<file path="config.mk">
export PLATFORM = sky130hd
export DESIGN_NAME = hbm_read_dispatcher
export DESIGN_NICKNAME = d
export VERILOG_FILES = /design/src/rtl/hbm_read_dispatcher.sv
export SDC_FILE = /design/constraint.sdc
export NUM_CORES = 1
export LEC_CHECK = 0
export ABC_CLOCK_PERIOD_IN_PS = 10150
export BUFFER_PORTS_ARGS = -buffer_cell sky130_fd_sc_hd__buf_2
export CAP_MARGIN = 20
export CORE_MARGIN = 5
export CORE_UTILIZATION = 40
export CTS_CLUSTER_SIZE = 28
export DETAILED_ROUTE_END_ITERATION = 16
export GPL_ROUTABILITY_DRIVEN = 0
export PLACE_DENSITY = 0.72
export SLEW_MARGIN = 20
export SYNTH_ARGS = -nofsm -noshare
export SYNTH_HDL_FRONTEND = slang
export SYNTH_SLANG_ARGS = --single-unit
</file>
<file path="constraint.sdc">
create_clock -name clock -period 10.15 [get_ports clock]
set_clock_uncertainty 0.1 [all_clocks]
set_input_delay 2.5375 -clock clock [delete_from_list [all_inputs] [get_ports clock]]
set_output_delay 2.5375 -clock clock [all_outputs]
set_load 0.02 [all_outputs]
</file>
<file path="src/rtl/hbm_read_dispatcher.sv">
// Splits a byte-addressed read command into 4 KB-safe AXI INCR bursts, steers each to an
// HBM pseudo-channel by address, and throttles issue on per-channel outstanding-burst credits.
module hbm_read_dispatcher #(
    parameter int NUM_CH          = 4,
    parameter int CH_BYTES_LOG2   = 28,
    parameter int MAX_BEATS       = 16,
    parameter int MAX_OUTSTANDING = 8,
    parameter int ID_W            = 6,
    parameter int AXI_ID          = 0
) (
    input  logic              clock,
    input  logic              reset,
    input  logic              io_cmd_in_valid,
    output logic              io_cmd_in_ready,
    input  logic [63:0]       io_cmd_in_bits_addr,
    input  logic [31:0]       io_cmd_in_bits_len,
    output logic [NUM_CH-1:0] io_hbm_ar_valid,
    input  logic [NUM_CH-1:0] io_hbm_ar_ready,
    output logic [32:0]       io_hbm_ar_addr,
    output logic [3:0]        io_hbm_ar_len,
    output logic [ID_W-1:0]   io_hbm_ar_id,
    output logic [1:0]        io_hbm_ar_burst,
    output logic [2:0]        io_hbm_ar_size,
    output logic [3:0]        io_hbm_ar_cache,
    output logic              io_hbm_ar_lock,
    output logic [2:0]        io_hbm_ar_prot,
    output logic [3:0]        io_hbm_ar_qos,
    output logic [3:0]        io_hbm_ar_region,
    input  logic [NUM_CH-1:0] io_hbm_r_fire_last,
    output logic              io_busy,
    output logic              io_done,
    output logic              io_err
);

    localparam int CH_W    = (NUM_CH > 1) ? $clog2(NUM_CH) : 1;
    localparam int CNT_W   = $clog2(MAX_OUTSTANDING + 1);
    localparam int BURST_W = $clog2(MAX_BEATS + 1);

    typedef enum logic [1:0] {S_IDLE, S_CALC, S_ISSUE, S_DRAIN} state_t;

    state_t             r_state;
    state_t             w_state_nxt;
    logic [63:0]        r_addr;
    logic [31:0]        r_beats_left;
    logic [BURST_W-1:0] r_burst;
    logic [CH_W-1:0]    r_ch;
    logic [32:0]        r_ar_addr;
    logic [3:0]         r_ar_len;
    logic               r_cmd_ready;
    logic               r_err;
    logic [CNT_W-1:0]   r_cnt [NUM_CH];

    logic               w_cmd_fire;
    logic [31:0]        w_beats_in;
    logic [7:0]         w_page_beats;
    logic [31:0]        w_lim;
    logic [BURST_W-1:0] w_burst_calc;
    logic [CH_W-1:0]    w_ch_calc;
    logic               w_can_issue;
    logic [NUM_CH-1:0]  w_ar_valid;
    logic [NUM_CH-1:0]  w_inc;
    logic               w_ar_fire;
    logic [31:0]        w_beats_rem;
    logic               w_all_idle;
    logic               w_err_evt;
    logic               w_done;

    assign w_cmd_fire   = io_cmd_in_valid && r_cmd_ready;
    assign w_beats_in   = {5'b0, io_cmd_in_bits_len[31:5]} + {31'b0, |io_cmd_in_bits_len[4:0]};
    // Beats left before the next 4 KB page; channel boundaries are page aligned too.
    assign w_page_beats = 8'd128 - {1'b0, r_addr[11:5]};
    assign w_ch_calc    = r_addr[CH_BYTES_LOG2 +: CH_W];
    assign w_can_issue  = r_cnt[r_ch] < CNT_W'(MAX_OUTSTANDING);
    assign w_ar_valid   = (r_state == S_ISSUE && w_can_issue) ? (NUM_CH'(1) << r_ch) : '0;
    assign w_inc        = w_ar_valid & io_hbm_ar_ready;
    assign w_ar_fire    = |w_inc;
    assign w_beats_rem  = r_beats_left - 32'(r_burst);

    always_comb begin
        w_lim = r_beats_left;
        if (w_lim > 32'(MAX_BEATS)) w_lim = 32'(MAX_BEATS);
        if (w_lim > {24'b0, w_page_beats}) w_lim = {24'b0, w_page_beats};
        w_burst_calc = BURST_W'(w_lim);
    end

    always_comb begin
        w_all_idle = 1'b1;
        w_err_evt  = 1'b0;
        for (int i = 0; i < NUM_CH; i++) begin
            if (r_cnt[i] != '0) w_all_idle = 1'b0;
            if (io_hbm_r_fire_last[i] && !w_inc[i] && r_cnt[i] == '0) w_err_evt = 1'b1;
        end
    end

    always_comb begin
        w_state_nxt = r_state;
        w_done      = 1'b0;
        case (r_state)
            S_IDLE:  if (w_cmd_fire) w_state_nxt = (w_beats_in == '0) ? S_DRAIN : S_CALC;
            S_CALC:  w_state_nxt = S_ISSUE;
            S_ISSUE: if (w_ar_fire) w_state_nxt = (w_beats_rem != '0) ? S_CALC : S_DRAIN;
            S_DRAIN: begin
                if (w_all_idle) begin
                    w_done      = 1'b1;
                    w_state_nxt = S_IDLE;
                end
            end
            default: w_state_nxt = S_IDLE;
        endcase
    end

    always_ff @(posedge clock or negedge reset) begin
        if (!reset) begin
            r_state      <= S_IDLE;
            r_cmd_ready  <= 1'b0;
            r_addr       <= '0;
            r_beats_left <= '0;
            r_burst      <= '0;
            r_ch         <= '0;
            r_ar_addr    <= '0;
            r_ar_len     <= '0;
        end else begin
            r_state     <= w_state_nxt;
            r_cmd_ready <= (w_state_nxt == S_IDLE);
            if (r_state == S_IDLE && w_cmd_fire) begin
                r_addr       <= io_cmd_in_bits_addr & ~64'h1F;
                r_beats_left <= w_beats_in;
            end
            if (r_state == S_CALC) begin
                r_burst   <= w_burst_calc;
                r_ch      <= w_ch_calc;
                r_ar_addr <= r_addr[32:0];
                r_ar_len  <= 4'(w_burst_calc - BURST_W'(1));
            end
            if (r_state == S_ISSUE && w_ar_fire) begin
                r_addr       <= r_addr + (64'(r_burst) << 5);
                r_beats_left <= w_beats_rem;
            end
        end
    end

    // Credit counters: a same-cycle issue and R-last on one channel cancel out.
    always_ff @(posedge clock or negedge reset) begin
        if (!reset) begin
            for (int i = 0; i < NUM_CH; i++) r_cnt[i] <= '0;
            r_err <= 1'b0;
        end else begin
            for (int i = 0; i < NUM_CH; i++) begin
                if (w_inc[i] && !io_hbm_r_fire_last[i])
                    r_cnt[i] <= r_cnt[i] + CNT_W'(1);
                else if (!w_inc[i] && io_hbm_r_fire_last[i] && r_cnt[i] != '0)
                    r_cnt[i] <= r_cnt[i] - CNT_W'(1);
            end
            if (w_err_evt) r_err <= 1'b1;
        end
    end

    assign io_cmd_in_ready  = r_cmd_ready;
    assign io_hbm_ar_valid  = w_ar_valid;
    assign io_hbm_ar_addr   = r_ar_addr;
    assign io_hbm_ar_len    = r_ar_len;
    assign io_hbm_ar_id     = ID_W'(AXI_ID);
    assign io_hbm_ar_burst  = 2'b01;
    assign io_hbm_ar_size   = 3'b101;
    assign io_hbm_ar_cache  = 4'b0;
    assign io_hbm_ar_lock   = 1'b0;
    assign io_hbm_ar_prot   = 3'b0;
    assign io_hbm_ar_qos    = 4'b0;
    assign io_hbm_ar_region = 4'b0;
    assign io_busy          = (r_state != S_IDLE);
    assign io_done          = w_done;
    assign io_err           = r_err;

endmodule
</file>
After elaboration in Yosys (flattened, before gate mapping)
Index checks and enable logic that the tools add are counted.
{ "op_classes": {"n_addsub": 13, "magnitude_cmp": 4, "eq_ne": 3, "n_shift": 1, "muxes": 34, "bitwise": 2, "reduce_logical": 48} }
{ "ops": {"columns": ["cell", "count"], "rows": [
  ["two-way mux 64 bit", 2],
  ["two-way mux 32 bit", 3],
  ["adder 64 x 10 -> 64 bit", 1],
  ["two-way mux 4 bit", 11],
  ["greater-than comparator 32 x 5 -> 1 bit (second input constant)", 1],
  ["greater-than comparator 32 x 8 -> 1 bit", 1],
  ["zero test 32 bit", 1],
  ["nonzero test 32 bit", 1],
  ["subtractor 32 x 5 -> 32 bit", 1],
  ["adder 27 x 1 -> 28 bit", 1],
  ["logical AND 1 bit", 20],
  ["subtractor 4 x 1 -> 4 bit (second input constant)", 5],
  ["adder 4 x 1 -> 4 bit (second input constant)", 4],
  ["zero test 4 bit", 4],
  ["nonzero test 4 bit", 4],
  ["nonzero test 2 bit", 6],
  ["two-way mux 1 bit", 10],
  ["two-way mux 2 bit", 5],
  ["binary-select mux 4 bit (select 2 bit)", 1],
  ["zero test 1 bit", 8],
  ["case mux 2 bit (4 select lines)", 1],
  ["subtractor 8 x 7 -> 8 bit (first input constant)", 1],
  ["two-way mux 5 bit", 1],
  ["OR reduction 5 bit", 1],
  ["other kinds (9)", 11]
]} }
{ "word_totals": {"ff_bits": 160} }

Longest topological paths before layout
Gate-level depths: netlist (run 1).
{ "depth": {"word_depth": 15, "depth_mapped": 18, "ltp_nobuf": 16} }

Least setup slack after synthesis (run 1)
Ideal clock, no wire load.
{ "synth_path": {"path_type": "in2reg", "start": "input port io_cmd_in_bits_len[1]", "end": "register r_state[1]", "setup_time_ps": 76, "arrival_time_ps": 4359, "setup_slack_ps": 5615, "path_stages": 11, "n_path_buf": 0, "cell_sequence": "nor3_1 -> nand2_1 -> ha_1 -> ha_1 -> xor2_1 -> or3_1 -> nor3_1 -> o2111ai_1 -> nor4_1 -> a31oi_1 -> o21ai_1"} }
{ "synth_between": {"elab_chain_cells": 6} }
{ "synth_rtl": {"columns": ["element", "line_no", "text"], "rows": [
  ["from (decl)", "16", "input logic [31:0] io_cmd_in_bits_len,"],
  ["OR reduction 5 bit", "69", "assign w_beats_in = {5'b0, io_cmd_in_bits_len[31:5]} + {31'b0, |io_cmd_in_bits_len[4:0]};"],
  ["adder 27 x 1 -> 28 bit", "69", null],
  ["zero test 32 bit", "99", "S_IDLE: if (w_cmd_fire) w_state_nxt = (w_beats_in == '0) ? S_DRAIN : S_CALC;"],
  ["two-way mux 2 bit (2 in a row)", "99", null],
  ["case mux 2 bit (4 select lines)", "98", "case (r_state)"],
  ["net w_state_nxt[1]", "42", "state_t w_state_nxt;"],
  ["to (signal assigned)", "123", "r_state <= w_state_nxt;"],
  ["to (decl)", "41", "state_t r_state;"]
]} }
The timed path passes the listed nets, and every way through them passes these cells.
A chain may end at the register's enable or synchronous reset.

Final worst setup path (run 1)
{ "layout_path": {"start": "register r_cnt[4] in the netlist's numbering", "end": "output port io_done"} }
{ "layout_between": {"elab_chain_cells": 5} }
{ "layout_rtl": {"columns": ["element", "line_no", "text"], "rows": [
  ["from (decl)", "51", "logic [CNT_W-1:0] r_cnt [NUM_CH];"],
  ["from (signal, indexed assignment)", "150", "r_cnt[i] <= r_cnt[i] + CNT_W'(1);"],
  ["from (signal, indexed assignment)", "152", "r_cnt[i] <= r_cnt[i] - CNT_W'(1);"],
  ["nonzero test 4 bit", "90", "if (r_cnt[i] != '0) w_all_idle = 1'b0;"],
  ["two-way mux 1 bit (2 in a row)", "90", null],
  ["two-way mux 1 bit", "103", "if (w_all_idle) begin"],
  ["two-way mux 1 bit", "98", null],
  ["to (decl)", "31", "output logic io_done,"]
]} }
Every way passes these cells.

==> flow_metrics.tcl, run 1 <==
set metrics [dict create \
    min_period_ns 4.73 \
    viasPerCell 5.70 \
    nNetsFinal 1259 \
    hold_start "io_hbm_ar_addr[13]$_DFFE_PN0P_" \
    cts_root_buf "clkbuf_16" \
    reg2reg_slack_ns 5.60 \
    clock_latency_ns 0.42 \
    netlist-cell-type-count 86 \
    dr.pass1.iters 5 \
    synth_top_area_frac 0.343 \
    crit_chain "nor4_1 -> and4_1 -> and2_1 -> buf_2" \
    core_area_mm2 0.0210 \
    grt_overflow_total 0 \
    die-area_mm2 0.0244 \
    finalMaxSlewViolations 0 \
    clk_pin_slew_worst_paths_ns 0.05 \
    grt_pass1_vias 7571 \
    use_met2 0.302 \
    finalSetupViolCount 0 \
    cts_tree "built" \
    setup_tns_ns 0 \
    num_antenna_cells 0 \
    met3_usage 0.0347 \
    ys.warnings.count 0 \
    startpoint_type "flop" \
    syn_inst 1028 \
    wirelength_um 22900 \
    max_stage_delay_ns 0.54 \
    tightest_slew_ns 0.980 \
    ys_seq_area_frac 0.343 \
    arrival_ns 2.09 \
    synth_edf_count 0 \
    numCtsBuffers 17 \
    cp_top_family "simple AND/OR/NAND/NOR gates" \
    cp-end-kind "output port" \
    pwr_density_cell_mw_per_mm2 245 \
    met1_usage 0.262 \
    cp.depth 4 \
    syn_avg_cell_area_um2 8.30 \
    initial_core_util 0.406 \
    netlist_top_cells_count "nand2_1 (160), dfrtp_1 (117), nor2_1 (70)" \
    synthesis.area_mm2 0.00854 \
    clk_path_buf_depth 2 \
    synth_flop_cell "dfrtp_1" \
    dr.first_iter.drc_count 829 \
    grt_pass1_wl_um 38000 \
    status "finished clean" \
    cts.htree.levels 4 \
    utilization 0.466 \
    postCtsSetupRepairBufs 0 \
    crit_start "r_cnt[4]$_DFFE_PN0P_" \
    yosysMostFrequentCell "nand2_1" \
    reg2reg_to "io_hbm_ar_len[2]$_DFFE_PN0P_" \
    die_w_um 156 \
    busiest_layer "met2" \
    area_delta_synth_final_pct 14.7 \
    ir_drop_v 0.0000982 \
    hold_violations 0 \
    grt_max_degree 77 \
    crit_required_ns 7.51 \
    yosysTopAreaCell "dfrtp_1" \
    power_mw 2.40 \
    dp.cells 1373 \
    drive_gt1_frac 0.170 \
    wl_per_cell_um 16.3 \
    crit_end "io_done" \
    fill_cells 2062 \
    clock-sinks 117 \
    vias 8004 \
    dpl.hpwl_um 16400 \
    worstRegToRegCells 14 \
    ant_nets 0 \
    die_y_um 156 \
    rows 53 \
    grt_usage 0.189 \
    synth-seq-cells 117 \
    instances_no_fill 1405 \
    max_freq_ghz 0.212 \
    setup.worst_path.class "flop to output port" \
    cts_resized 0 \
    critPathSlowestCell "nor4_1" \
    async_flop_share 1.00 \
    antenna_found_initial 0 \
    hold_path_class "flop to flop" \
    ys_top_cells_by_area "dfrtp_1 (34%), nand2_1 (7.0%), xnor2_1 (4.3%), ha_1 (4.3%), nor2_1 (3.1%)" \
    drc 0 \
    top_level_ports 179 \
    timing.rr.start "r_beats_left[16]$_DFFE_PN0P_" \
    rsz0062_at_grt "false" \
    slew_headroom 0.347 \
    hold_buffers 0 \
    critPathMaxFanout 4 \
    maxCapViolCount 0 \
    leakage_nw 4.30 \
    path_buf_inv 1 \
    numPortBuffers 110 \
    final.period_utilization 0.466 \
]
[report_power, final]
part	total [mW]	internal, mW	switching [mW]
logic	1.04	0.427	0.616
registers	0.756	0.588	0.168
clock network	0.601	0.379	0.222
total	2.40	1.39	1.01
[worst register-to-register path: stages (launching register included)]
cell and delay [ns]:
dfrtp_1 0.47, or4_4 0.59, nor3_4 0.30, and3_1 0.35, inv_2 0.07, ha_1 0.30
nand4_1 0.16, nor2_1 0.09, or2_2 0.28, maj3_2 0.35, a21oi_2 0.30, mux2_2 0.41
ha_1 0.22, and2_1 0.14, a221o_1 0.31
[area by class of cell]
cell class,instances,area [um2],share of cell area
timing repair buffer,119,618,0.0632
clock buffer,20,467,0.0477
inverter,38,143,0.0146
clock inverter,12,129,0.0132
sequential,117,2930,0.299
tap,275,344,0.0352
multi-input combinational,824,5160,0.527
[metrics by stage]
stage	area [um2]	hold slack [ns]	setup WS, ns
global route	9790	0.386	5.23
detailed placement	9190	0.357	5.07
finish	9790	0.365	5.42
CTS	9780	0.371	5.41
floorplan	8660	0.361	5.62
global placement	9180	0.353	5.09
[state kept, by name, summed over array words and instances, names as in the netlist]
register / count
r_cnt: 16
io_err: 1
io_hbm_ar_addr: 27
r_state: 2
r_burst: 5
r_ch: 1
io_cmd_in_ready: 1
r_addr: 28
io_hbm_ar_len: 4
r_beats_left: 32
[cells in the final DEF (no fill, tap or decap), types with 17 or more instances in the layout]
cell type,count
nand4_1,29
nor4_1,18
buf_2,110
ha_1,29
nor2_1,70
nand2_1,160
o21ai_0,52
dfrtp_1,117
inv_1,37
xnor2_1,42
nand3_1,42
a21oi_1,46
nor3_1,37
conb_1,35
clkbuf_16,17
[routing by layer]
metal	vias up	wire (um)
met1	3803	10400
met3	28	1620
li1	3880	-
met4	0	376
met5	-	0
met2	293	10500
[kinds of logic after synthesis]
family | after synthesis | share of synthesized area
AND/OR/NAND/NOR | 464 | 0.281
XOR/XNOR | 47 | 0.0482
adder cells (fa/ha/maj) | 36 | 0.0579
flip-flops | 117 | 0.343
buffers and inverters | 120 | 0.0687
multiplexers | 16 | 0.0204
other | 2 | 0.000880
AO/OA/AOI/OAI | 226 | 0.180
[worst min path at each step]
stage          slack (ns)  depth (start not counted)                        endpoint
2_1_floorplan        0.36                          1    r_beats_left[28]$_DFFE_PN0P_
3_3_place_gp         0.35                          2  io_hbm_ar_addr[23]$_DFFE_PN0P_
3_5_place_dp         0.36                          2  io_hbm_ar_addr[13]$_DFFE_PN0P_
4_1_cts              0.37                          2  io_hbm_ar_addr[13]$_DFFE_PN0P_
5_1_grt              0.39                          2  io_hbm_ar_addr[13]$_DFFE_PN0P_
6_report             0.37                          2  io_hbm_ar_addr[13]$_DFFE_PN0P_
Power figures use the tool's default switching activity.
==> inputs of run 2 (changes only) <==
- ABC_CLOCK_PERIOD_IN_PS: 10150 -> 4910
- clock period: 10.15 -> 4.91 ns (I/O delays scaled with it)
==> run 2 against run 1 <==
Combinational power up 110%. Sequential power up 110%. Clock power up 120%. Non-clock buffer count increased by 2. Utilization rose by 0.18 points. Die area is the same. Total power up 110%. First-iteration DRC count shrank 41%. Sequential share of layout area is 0.12 points lower. Worst hold slack better by 0.0027 ns. Critical endpoint is now io_hbm_ar_len[2]$_DFFE_PN0P_. Highest routed layer unchanged.
==> flow_metrics.tcl, run 2 (synthesis gave the netlist of run 1 again) <==
set metrics [dict create \
    num_antenna_cells 0 \
    final_common_cell "nand2_1" \
    tightest_slew_ns 0.954 \
    grt_pass1_wl_um 37500 \
    multi_input_area_mm2 0.00516 \
    fill_cells 2064 \
    clk_pin_slew_worst_paths_ns 0.06 \
    top_register "r_beats_left" \
    ir_drop_v 0.000185 \
    regArea_mm2 0.00293 \
    pwr_density_cell_mw_per_mm2 511 \
    die-area_mm2 0.0244 \
    cp_top_family "simple AND/OR/NAND/NOR gates" \
    critPathMaxFanout 8 \
    hold_path_class "flop to flop" \
    dr.first_iter.drc_count 493 \
    crit_required_ns 5.11 \
    crit_chain "or4_4 -> nor3_4 -> and3_1 -> nand2_1 -> inv_1 -> ha_1 -> nand3_1 -> nor2_1 -> or2_2 -> maj3_2 -> a21oi_2 -> mux2_2 -> ha_1 -> and2_1 -> a221o_1" \
    startpoint_type "flop" \
    min_period_ns 4.53 \
    antenna_found_initial 0 \
    grt_pass1_vias 7485 \
    hold_buffers 0 \
    finalMaxSlewViolations 0 \
    drive_gt1_frac 0.169 \
    clk_path_buf_depth 2 \
    cts_resized 0 \
    setup.worst_path.class "flop to flop" \
    rows 53 \
    drc 0 \
    arrival_ns 4.73 \
    top_level_ports 179 \
    setup_tns_ns 0 \
    numPortBuffers 110 \
    critPathSlowestCell "or4_4" \
    cp-end-kind "flop" \
    area_delta_synth_final_pct 15.1 \
    clock-sinks 117 \
    final.period_utilization 0.923 \
    timing.critical_path.mode_cell "ha_1" \
    nNetsFinal 1261 \
    final_cell_mix "nand2_1 (160), dfrtp_1 (117), buf_2 (109)" \
    leakage_nw 4.33 \
    grt_max_degree 67 \
    clock_latency_ns 0.42 \
    finalSetupViolCount 0 \
    maxCapViolCount 0 \
    path_buf_inv 1 \
    cts.htree.levels 4 \
    ant_nets 0 \
    slew_headroom 0.362 \
    cts_root_buf "clkbuf_16" \
    postCtsSetupRepairBufs 0 \
    max_stage_delay_ns 0.58 \
    dpl.hpwl_um 16900 \
    die_w_um 156 \
    wl_per_cell_um 16.3 \
    status "finished clean" \
    initial_core_util 0.406 \
    grt_usage 0.189 \
    hold_violations 0 \
    viasPerCell 5.65 \
    vias 7946 \
    grt_overflow_total 0 \
    cts_tree "built" \
    die_y_um 156 \
    rsz0062_at_grt "false" \
    largest_register_ffs 32 \
    wirelength_um 22900 \
    max_freq_ghz 0.221 \
    hold_ws_ns 0.368 \
    dr.pass1.iters 5 \
    numCtsBuffers 17 \
    core_area_mm2 0.0210 \
]
-- run 2: cell type report --
type | instances | area share
multi-input cells | 824 | 0.525
repair buffers | 121 | 0.0647
clock inverters | 10 | 0.0155
flip-flops and latches | 117 | 0.298
well taps | 275 | 0.0350
clock buffers | 22 | 0.0472
inverters | 38 | 0.0145
-- run 2: report_power, final --
group / internal (mW) / leakage, nW / switching [mW] / total [mW]
Sequential: 1.22 / 1.50 / 0.343 / 1.56
Clock: 0.870 / 0.304 / 0.437 / 1.31
Combinational: 0.884 / 2.53 / 1.27 / 2.15
Total: 2.97 / 4.33 / 2.05 / 5.02
-- run 2: stage by stage --
stage | instances | setup slack, ns | power [mW] | cell area, um2 | util
floorplan | 1061 | 0.746 | 3.15 | 8660 | -
global placement | 1375 | 0.511 | 3.64 | 9200 | 0.438
detailed placement | 1375 | 0.413 | 3.71 | 9200 | 0.438
CTS | 1407 | 0.396 | 5.04 | 9820 | 0.467
global route | 1407 | 0.150 | 5.41 | 9830 | 0.467
finish | 1407 | 0.379 | 5.02 | 9830 | 0.467
-- run 2: path summary, 6_finish.rpt --
check | start | end | slack (ns) | cells past startpoint
worst max-delay path | r_beats_left[16]$_DFFE_PN0P_ | io_hbm_ar_len[2]$_DFFE_PN0P_ | 0.38 | 15
worst min-delay path | io_hbm_ar_addr[26]$_DFFE_PN0P_ | io_hbm_ar_addr[26]$_DFFE_PN0P_ | 0.37 | 2
worst max register to register | r_beats_left[16]$_DFFE_PN0P_ | io_hbm_ar_len[2]$_DFFE_PN0P_ | 0.38 | 15
worst min register to register | io_hbm_ar_addr[26]$_DFFE_PN0P_ | io_hbm_ar_addr[26]$_DFFE_PN0P_ | 0.37 | 2
max in group asynchronous | reset | r_burst[3]$_DFFE_PN0P_ | 2.94 | 2
min in group asynchronous | reset | r_cnt[10]$_DFFE_PN0P_ | 0.80 | 1
-- run 2: tightest hold or removal path, cell delays in order (launching register included) --
cell     delay (ns)
dfrtp_1        0.34
nand2_1        0.05
nand2_1        0.05
-- run 2: per-layer routing --
| layer | vias up | wire length (um) | track usage |
|---|---|---|---|
| met5 | - | 0 | 0 |
| met4 | 0 | 456 | 0.0617 |
| met3 | 34 | 1590 | 0.0391 |
| met2 | 276 | 10500 | 0.303 |
| met1 | 3755 | 10400 | 0.257 |
| li1 | 3881 | - | - |
